File: config.mk
export PLATFORM = sky130hd
export DESIGN_NAME = nibble_serial_adder
export DESIGN_NICKNAME = d
export VERILOG_FILES = /design/src/rtl/nibble_serial_adder.sv
export SDC_FILE = /design/constraint.sdc
export NUM_CORES = 1
export LEC_CHECK = 0
export BUFFER_PORTS_ARGS = -buffer_cell sky130_fd_sc_hd__clkbuf_2
export CORE_MARGIN = 3
export CORE_UTILIZATION = 35
export DETAILED_ROUTE_END_ITERATION = 16
export PLACE_DENSITY_LB_ADDON = 0.25
export SLEW_MARGIN = 20
export SYNTH_ARGS = -nofsm -noshare
export SYNTH_HDL_FRONTEND = slang
export SYNTH_SLANG_ARGS = --single-unit
File: constraint.sdc
create_clock -name clk -period 5.8 [get_ports clk]
set_clock_uncertainty 0.15 [all_clocks]
set_input_delay 1.16 -clock clk [delete_from_list [all_inputs] [get_ports clk]]
set_output_delay 1.16 -clock clk [all_outputs]
set_load 0.01 [all_outputs]
File: src/rtl/nibble_serial_adder.sv
// Sequential WIDTH-bit adder: one nibble per clock through a shared 4-bit ripple-carry adder,
// valid/ready on both sides, registered sum/cout/ovf.

module Ripple_Carry_adder (
    input  logic [3:0] i_a,
    input  logic [3:0] i_b,
    input  logic       i_cin,
    output logic [3:0] o_sum,
    output logic [3:0] o_carry
);
    logic [4:0] w_c;

    assign w_c[0] = i_cin;

    for (genvar i = 0; i < 4; i++) begin : g_bit
        assign o_sum[i]   = i_a[i] ^ i_b[i] ^ w_c[i];
        assign w_c[i + 1] = (i_a[i] & i_b[i]) | (w_c[i] & (i_a[i] ^ i_b[i]));
    end

    assign o_carry = w_c[4:1];
endmodule

module nibble_serial_adder #(
    parameter int unsigned WIDTH = 16
) (
    input  logic             clk,
    input  logic             rst,
    input  logic             in_valid,
    output logic             in_ready,
    input  logic [WIDTH-1:0] a,
    input  logic [WIDTH-1:0] b,
    input  logic             cin,
    output logic             out_valid,
    input  logic             out_ready,
    output logic [WIDTH-1:0] sum,
    output logic             cout,
    output logic             ovf
);
    localparam int unsigned NIBS = WIDTH / 4;
    localparam int unsigned CNTW = (NIBS > 1) ? $clog2(NIBS) : 1;
    localparam logic [CNTW-1:0] LAST_NIB = CNTW'(NIBS - 1);

    if ((WIDTH % 4) != 0 || WIDTH < 4) begin : g_bad_width
        $error("nibble_serial_adder: WIDTH must be a multiple of 4 and at least 4");
    end

    typedef enum logic [1:0] {StIdle, StRun, StDone} state_e;

    state_e           r_state;
    logic [WIDTH-1:0] r_a_sh;
    logic [WIDTH-1:0] r_b_sh;
    logic [WIDTH-1:0] r_res_sh;
    logic             r_carry;
    logic [CNTW-1:0]  r_nib_cnt;
    logic [WIDTH-1:0] r_sum;
    logic             r_cout;
    logic             r_ovf;

    logic [3:0]       w_add_sum;
    logic [3:0]       w_add_carry;
    logic [WIDTH-1:0] w_res_next;

    Ripple_Carry_adder u_rca (
        .i_a     (r_a_sh[3:0]),
        .i_b     (r_b_sh[3:0]),
        .i_cin   (r_carry),
        .o_sum   (w_add_sum),
        .o_carry (w_add_carry)
    );

    // Each new nibble enters at the top; after NIBS shifts the LSB nibble sits at bit 0.
    if (NIBS == 1) begin : g_res_single
        assign w_res_next = w_add_sum;
    end else begin : g_res_multi
        assign w_res_next = {w_add_sum, r_res_sh[WIDTH-1:4]};
    end

    always_ff @(posedge clk) begin
        if (rst) begin
            r_state   <= StIdle;
            r_a_sh    <= '0;
            r_b_sh    <= '0;
            r_res_sh  <= '0;
            r_carry   <= 1'b0;
            r_nib_cnt <= '0;
            r_sum     <= '0;
            r_cout    <= 1'b0;
            r_ovf     <= 1'b0;
        end else begin
            unique case (r_state)
                StIdle: begin
                    if (in_valid) begin
                        r_a_sh    <= a;
                        r_b_sh    <= b;
                        r_carry   <= cin;
                        r_nib_cnt <= '0;
                        r_state   <= StRun;
                    end
                end
                StRun: begin
                    r_carry   <= w_add_carry[3];
                    r_res_sh  <= w_res_next;
                    r_a_sh    <= r_a_sh >> 4;
                    r_b_sh    <= r_b_sh >> 4;
                    r_nib_cnt <= r_nib_cnt + CNTW'(1);
                    if (r_nib_cnt == LAST_NIB) begin
                        r_sum   <= w_res_next;
                        r_cout  <= w_add_carry[3];
                        // Carry into the MSB is bit 2 of the top nibble's carry vector.
                        r_ovf   <= w_add_carry[2] ^ w_add_carry[3];
                        r_state <= StDone;
                    end
                end
                StDone: begin
                    if (out_ready) begin
                        r_state <= StIdle;
                    end
                end
                default: r_state <= StIdle;
            endcase
        end
    end

    assign in_ready  = (r_state == StIdle) && !rst;
    assign out_valid = (r_state == StDone);
    assign sum       = r_sum;
    assign cout      = r_cout;
    assign ovf       = r_ovf;

    property p_hold_result;
        @(posedge clk) disable iff (rst)
            (out_valid && !out_ready) |=>
                (out_valid && $stable(sum) && $stable(cout) && $stable(ovf));
    endproperty
    a_hold_result: assert property (p_hold_result);

    property p_no_overlap;
        @(posedge clk) disable iff (rst) in_ready |-> !out_valid;
    endproperty
    a_no_overlap: assert property (p_no_overlap);
endmodule

==> metrics.txt, run 1 <==
GRT Residual Overflow=0; Vert. Die Dim=96.4 um; TritonCTS clock tree=built; Hold Path Sink=ovf; Critical Path AT=2.07 ns; number of max-cap violations=0; r2r startpoint=r_a_sh[0]; setup bufs post-CTS=0; number of H-tree levels=3; Num CTS Buffers=9; Area growth syn-to-layout=15.5%; post-route ant nets=0; most common cell after layout, fill and taps aside=dfxtp_1; fraction of layout cells with a size suffix above 1=23.4%; Tot Pwr=1.06 mW; CTS hold repair buffers=0; CTS max path bufs=2; IO buf count=56; largest cells by area after synthesis=dfxtp_1, nand2_1, a211oi_1, nor2_1, a21oi_1; vias in the first global route=2202; Filler cells=818; Die W=96.4 um; Core Util, Final=42.3%; Core Area=7810 sq um; clock latency on the worst-skew pair=0.35 ns; outcome=finished clean; fmax=296 MHz; EDFF count, synth=0; DRC Markers=0; row cnt=32; initial core utilization=36.6%; vias per inst=4.97; Worst Setup Path Type=primary input to primary output; via count=2330; Post-Synth Adder-Cell Area=3.24%; Ant. Diodes=0; Simple-Gate Fraction of Synth Area=17.2%; count of cell types in the netlist=33; Root Buffer=clkbuf_8; area of the mapped netlist=2860 sq um; Setup violations, final=0; first-pass GRT wire length=10600 um; FFs w/ async S/R, synth=0%; Detailed Routing Iterations Pass 1=4; nature of the critical path endpoint=primary output; largest area contributor in the netlist=dfxtp_1; reg2reg end=sum[15]; predominant post-synthesis flop cell=dfxtp_1; initial antenna violation count=0; max_slew headroom=52.4%; clock sinks=67; largest family of logic cells by synthesized area=compound AO/OA/AOI/OAI gates; YS warnings=0; flops & latches, synth=67; cell count after synthesis=321; VDD IR max=156 uV; unrepaired setup endpoints after global routing=false; mux share of post-synthesis cell area=0%; r2r setup slk=3.41 ns; layout net count=404; commonest cells after routing, fill and taps aside=dfxtp_1, clkbuf_2, nand2_1; All-Layer GR Usage=15.0%; Hold Startpoint=ovf; # IOs=57; Final Hold Violating Endpoints=0; Max Fanout on Critical Path=68; final hold slack=0.304 ns; post-CTS sizing=0; largest net degree at the start of global routing=69; WL/cell=13.7 um; drt first-iter violations=103; Final GP Congestion=0.718; Tcrit/Tclk final=58.3%; crit path time final=3.38 ns; die area=9290 sq um; Max Slew Vio Count=0; hold path cells=2; Final HPWL DP=4220 um; critical path launch point type=primary input; Worst-path clk slew=0.07 ns; Final TNS setup=0 ns; synthesized netlist net count=363; Syn Area/Cell=8.90 sq um; Worst Hold Class=register to register; Yosys top cell area share=46.9%; final wirelength=6420 um; share of the yosys chip area belonging to registers=46.9%; Synth Area in XOR/XNOR=0.306%; PwrDens=320 nW/um^2; Reg2Reg Depth=8; Tightest Pin Transition=0.714 ns; leakage=1.31 nW; Worst EP required=4.49 ns; post-synthesis compound-gate area fraction=23.9%
metrics by stage:
step	instance area, sq um	setup slack [ns]	std cells
2_1_floorplan	2860	2.75	321
3_3_place_gp	3070	2.42	453
3_5_place_dp	3070	2.42	453
4_1_cts	3300	2.42	469
5_1_grt	3300	2.34	469
6_report	3300	2.42	469
metal layers:
metal	track usage [%]	vias up	routed length (um)	part of all wire, %
met5	0	-	0	0
met4	4.56	0	106	1.7
met3	5.47	10	417	6.5
met2	23.2	59	2900	45
met1	19.4	1070	2990	47
li1	-	1191	-	-
synthesized netlist by cell type (all sizes together), types with 5 or more instances:
cell,instances
a211oi,26
a21oi,30
a22oi,5
buf,24
dfxtp,67
inv,9
nand2,50
nor2,48
o21ai,5
o22ai,9
o2bb2ai,15
worst max-delay path by stage:
| stage | cells after the start | endpoint | from |
|---|---|---|---|
| global placement | 4 | in_ready | rst |
| global route | 4 | in_ready | rst |
| CTS | 4 | in_ready | rst |
| floorplan | 3 | in_ready | rst |
| detailed placement | 4 | in_ready | rst |
| finish | 4 | in_ready | rst |
cells by family (layout without fill, tap and decap cells):
kind of cell,Yosys count,count (layout)
AO/OA/AOI/OAI,97,97
XOR/XNOR,1,1
adder cells (fa/ha/maj),5,5
buffers and inverters,37,83
flip-flops,67,67
AND/OR/NAND/NOR,114,114
sequential cells by signal, summed over array words and instances (netlist names):
signal and flops:
r_a_sh 16, r_b_sh 16, sum 16, r_res_sh 12, r_nib_cnt 2, r_state 2
cout 1, ovf 1, r_carry 1
worst max-delay path, cell delays in order:
cell	delay, ns
clkbuf_2	0.08
buf_4	0.55
nor3_1	0.09
clkbuf_2	0.16
area by class of cell:
type                    count  area (sq um)  area share [%]
clock buffers               9           124            3.75
repair buffers             58           295            8.95
well taps                 102           128            3.87
inverters                   9          33.8            1.02
clock inverters             7          98.8            3.00
multi-input cells         217          1280            38.8
flip-flops and latches     67          1340            40.7
power by group:
group	switching [mW]	internal, mW
clock	0.190	0.245
combinational	0.0697	0.0501
sequential	0.0156	0.486
Power figures use the tool's default switching activity.
==> inputs of run 2 (changes only) <==
==> constraint.sdc (replaced) <==
create_clock -name clk -period 3.4 [get_ports clk]
set_clock_uncertainty 0.15 [all_clocks]
set_input_delay 0.68 -clock clk [delete_from_list [all_inputs] [get_ports clk]]
set_output_delay 0.68 -clock clk [all_outputs]
set_load 0.01 [all_outputs]
==> metrics.txt, run 2 (same netlist as run 1, synthesis figures left out) <==
Worst Hold Class=register to register; Final GP Congestion=0.761; initial core utilization=36.6%; Tcrit/Tclk final=75.3%; outcome=finished clean; CP endpoint=in_ready; # IOs=57; fmax=391 MHz; commonest cells after routing, fill and taps aside=dfxtp_1, clkbuf_2, nand2_1; r2r startpoint=r_a_sh[0]; Filler cells=838; first-pass GRT wire length=11000 um; Reg2Reg Depth=8; max_slew headroom=40.7%; Core Area=7810 sq um; final wirelength=6580 um; CP startpoint=r_state[0]; design area=3310 sq um; layout net count=405; setup bufs post-CTS=0; Final HPWL DP=4430 um; vias per inst=5.05; WL/cell=14.0 um; r2r setup slk=0.98 ns; via count=2373; die area=9290 sq um; sequential cell area=1340 sq um; Worst-path clk slew=0.08 ns; CTS max path bufs=2; crit path time final=2.56 ns; Detailed Routing Iterations Pass 1=4; Area growth syn-to-layout=15.8%; Critical Path AT=1.73 ns; Worst EP required=2.57 ns; critical path launch point type=register; nature of the critical path endpoint=primary output; Core Util, Final=42.4%; number of H-tree levels=3; post-route ant nets=0; CTS hold repair buffers=0; reg2reg end=sum[15]; IO buf count=56; row cnt=32; GRT Residual Overflow=0; Vert. Die Dim=96.4 um; Setup violations, final=0; vias in the first global route=2297; fraction of layout cells with a size suffix above 1=23.4%; initial antenna violation count=0; largest net degree at the start of global routing=68; Root Buffer=clkbuf_8; Max Fanout on Critical Path=21; Die W=96.4 um; VDD IR max=246 uV; Final Hold Violating Endpoints=0; most common cell after layout, fill and taps aside=dfxtp_1; clock sinks=67; number of max-cap violations=0; Max Slew Vio Count=0; Tightest Pin Transition=0.889 ns; Num CTS Buffers=9; Area after DPL=3080 sq um; TritonCTS clock tree=built; clock latency on the worst-skew pair=0.33 ns; Ant. Diodes=0; DRC Markers=0; All-Layer GR Usage=15.4%; Worst Setup Path Type=register to primary output; post-CTS sizing=0; Multi-input gate area=1280 sq um; unrepaired setup endpoints after global routing=false; leakage=1.31 nW; PwrDens=544 nW/um^2; drt first-iter violations=109; Final TNS setup=0 ns
[run 2: cell count changes in the layout (fill, tap and decap cells not counted), sizes merged]
| cell | before | now |
|---|---|---|
| clkbuf | 65 | 66 |
| inv | 11 | 9 |
| clkinvlp | 1 | 2 |
| buf | 2 | 3 |
[run 2: layout make-up]
cell class              instances  area share, %
inverters                       9           1.02
multi-input cells             217           38.6
flip-flops and latches         67           40.5
well taps                     102           3.86
clock inverters                 6           2.69
repair buffers                 59           9.15
clock buffers                  10           4.16
[run 2: worst min-delay path by stage]
stage / depth (start not counted) / end / slack [ns] / start
floorplan: 2 / sum[0] / 0.28 / r_res_sh[4]
global placement: 2 / sum[5] / 0.29 / sum[5]
detailed placement: 2 / sum[12] / 0.30 / sum[12]
CTS: 2 / sum[12] / 0.31 / sum[12]
global route: 2 / sum[12] / 0.32 / sum[12]
finish: 2 / sum[2] / 0.31 / r_res_sh[6]
[run 2: metrics by stage]
step / cells / power [mW] / hold WS, ns / setup WS [ns]
final: 470 / 1.80 / 0.306 / 0.841
after floorplan: 321 / 1.04 / 0.282 / 1.15
after CTS: 470 / 1.82 / 0.311 / 0.786
after global placement: 454 / 1.08 / 0.293 / 1.08
after detailed placement: 454 / 1.08 / 0.300 / 0.971
after global routing: 470 / 1.89 / 0.325 / 0.671
[run 2: report_power, final]
part,internal [mW],switching [mW],total [mW],leakage [nW]
logic,0.0866,0.114,0.201,0.654
clock network,0.433,0.304,0.736,0.108
registers,0.830,0.0328,0.862,0.549
[run 2: layer usage]
metal,global-route usage (%),routed length [um],up-vias,part of all wire [%]
li1,-,-,1195,-
met1,20.5,3110,1114,47
met2,23.3,3090,57,47
met3,4.53,300,7,4.6
met4,5.96,81,0,1.2
met5,0,0,-,0
[run 2: critical path, cell delays in order (launching register included)]
cell	delay, ns
dfxtp_1	0.90
buf_4	0.29
nor3_1	0.06
clkbuf_2	0.15
==> inputs of run 3 (changes only) <==
==> constraint.sdc (replaced) <==
create_clock -name clk -period 2.4 [get_ports clk]
set_clock_uncertainty 0.15 [all_clocks]
set_input_delay 0.48 -clock clk [delete_from_list [all_inputs] [get_ports clk]]
set_output_delay 0.48 -clock clk [all_outputs]
set_load 0.01 [all_outputs]
==> metrics.txt, run 3 (same netlist as run 1, synthesis figures left out) <==
Worst Setup Path Type=register to register; clock latency on the worst-skew pair=0.34 ns; r2r setup slk=0.1 ns; WL/cell=14.0 um; row cnt=32; most common cell after layout, fill and taps aside=dfxtp_1; clock sinks=67; drt first-iter violations=120; final worst slack=0.0978 ns; max_slew headroom=51.0%; Worst EP required=2.51 ns; Tot Pwr=2.67 mW; metal3 WL=356 um; CP startpoint=r_a_sh[0]; sequential cell area=1340 sq um; crit-path max cell delay=0.44 ns; All-Layer GR Usage=14.8%; largest net degree at the start of global routing=68; Filler cells=834; Critical Path, Cell by Cell=fa_1, inv_1, fa_1, inv_1, fa_2, inv_2, fa_2, a211oi_2; Ant. Diodes=0; number of max-cap violations=0; # IOs=57; via count=2352; Multi-input gate area=1290 sq um; Root Buffer=clkbuf_8; Setup violations, final=0; initial core utilization=36.6%; vias per inst=4.97; Max Fanout on Critical Path=2; Worst-path clk slew=0.08 ns; Detailed Routing Iterations Pass 1=4; crit path time final=2.30 ns; wl on met1=3170 um; r2r startpoint=r_a_sh[0]; commonest cells after routing, fill and taps aside=dfxtp_1, clkbuf_2, nand2_1; Hold Startpoint=a[14]; Core Util, Final=43.1%; CP Buf/Inv Count=3; fmax=434 MHz; Die W=96.4 um; first-pass GRT wire length=10600 um; WP depth=8; Final GP Congestion=0.797; TritonCTS clock tree=built; Core Area=7810 sq um; Top Layer Used=met4; final wirelength=6600 um; leakage=1.34 nW; Tcrit/Tclk final=95.9%; Critical Path AT=2.41 ns; outcome=finished clean; VDD IR max=395 uV; DRC Markers=0; unrepaired setup endpoints after global routing=false; reg2reg end=sum[15]; IO buf count=56; PwrDens=793 nW/um^2; CP endpoint=sum[15]; Vert. Die Dim=96.4 um; Final Hold Violating Endpoints=0; Worst path slowest cell=fa_2; Reg2Reg Depth=8; Num CTS Buffers=9; Max Slew Vio Count=0; Worst Hold Class=primary input to register; Final TNS setup=0 ns; Area growth syn-to-layout=17.8%; Final HPWL DP=4510 um; number of H-tree levels=3; critical path launch point type=register; nature of the critical path endpoint=register; Tightest Pin Transition=0.734 ns; initial antenna violation count=0; pre-CTS setup slack=0.0198 ns; delay-heaviest family, CP=adder cells; layout net count=408; die area=9290 sq um; metal2 WL=3020 um; vias in the first global route=2224; GRT Residual Overflow=0; CTS max path bufs=2; fraction of layout cells with a size suffix above 1=25.3%; post-route ant nets=0
==> run 3: worst min path at each step <==
stage | slack [ns] | cells after the start | end
2_1_floorplan | 0.28 | 2 | sum[0]
3_3_place_gp | 0.29 | 2 | sum[5]
3_5_place_dp | 0.30 | 2 | sum[5]
4_1_cts | 0.22 | 3 | r_a_sh[15]
5_1_grt | 0.22 | 3 | r_b_sh[14]
6_report | 0.23 | 3 | r_a_sh[14]
==> run 3: area by class of cell <==
cell class	count	share of cell area (%)
clock buffer	9	3.68
clock inverter	7	3.68
inverter	9	1.00
multi-input combinational	217	38.4
sequential	67	39.8
tap	102	3.79
timing repair buffer	62	9.66
==> run 3: timing repair <==
action / 4_1_cts / 5_1_grt
hold buffers: 0 / 0
buffers inserted: 0 / 0
resized for setup: 0 / 5
endpoints found under the setup margin: 0 / 3
==> run 3: tightest hold or removal path, delay by kind of cell <==
| family | cells | cell delay, ns |
|---|---|---|
| AND/OR/NAND/NOR | 1 | 0.08 |
| AO/OA/AOI/OAI | 1 | 0.05 |
| buffers and inverters | 1 | 0.08 |
==> run 3: stage by stage <==
step / std cells / area (sq um) / hold slack (ns)
after floorplan: 321 / 2860 / 0.282
after global placement: 457 / 3100 / 0.293
after detailed placement: 457 / 3100 / 0.298
after CTS: 473 / 3350 / 0.216
after global routing: 473 / 3370 / 0.219
final: 473 / 3370 / 0.233
==> run 3: metal layers <==
metal  vias up  GRT usage, %
met5         -             0
met2        53          22.6
met4         0          3.50
met1      1092          20.3
met3         7          5.08
li1       1200             -
==> run 3: power by group <==
part	internal, mW	leakage [nW]	total [mW]	switching (mW)
clock network	0.697	0.120	1.15	0.453
registers	1.17	0.549	1.22	0.0413
logic	0.130	0.669	0.302	0.172
total	2.00	1.34	2.67	0.666
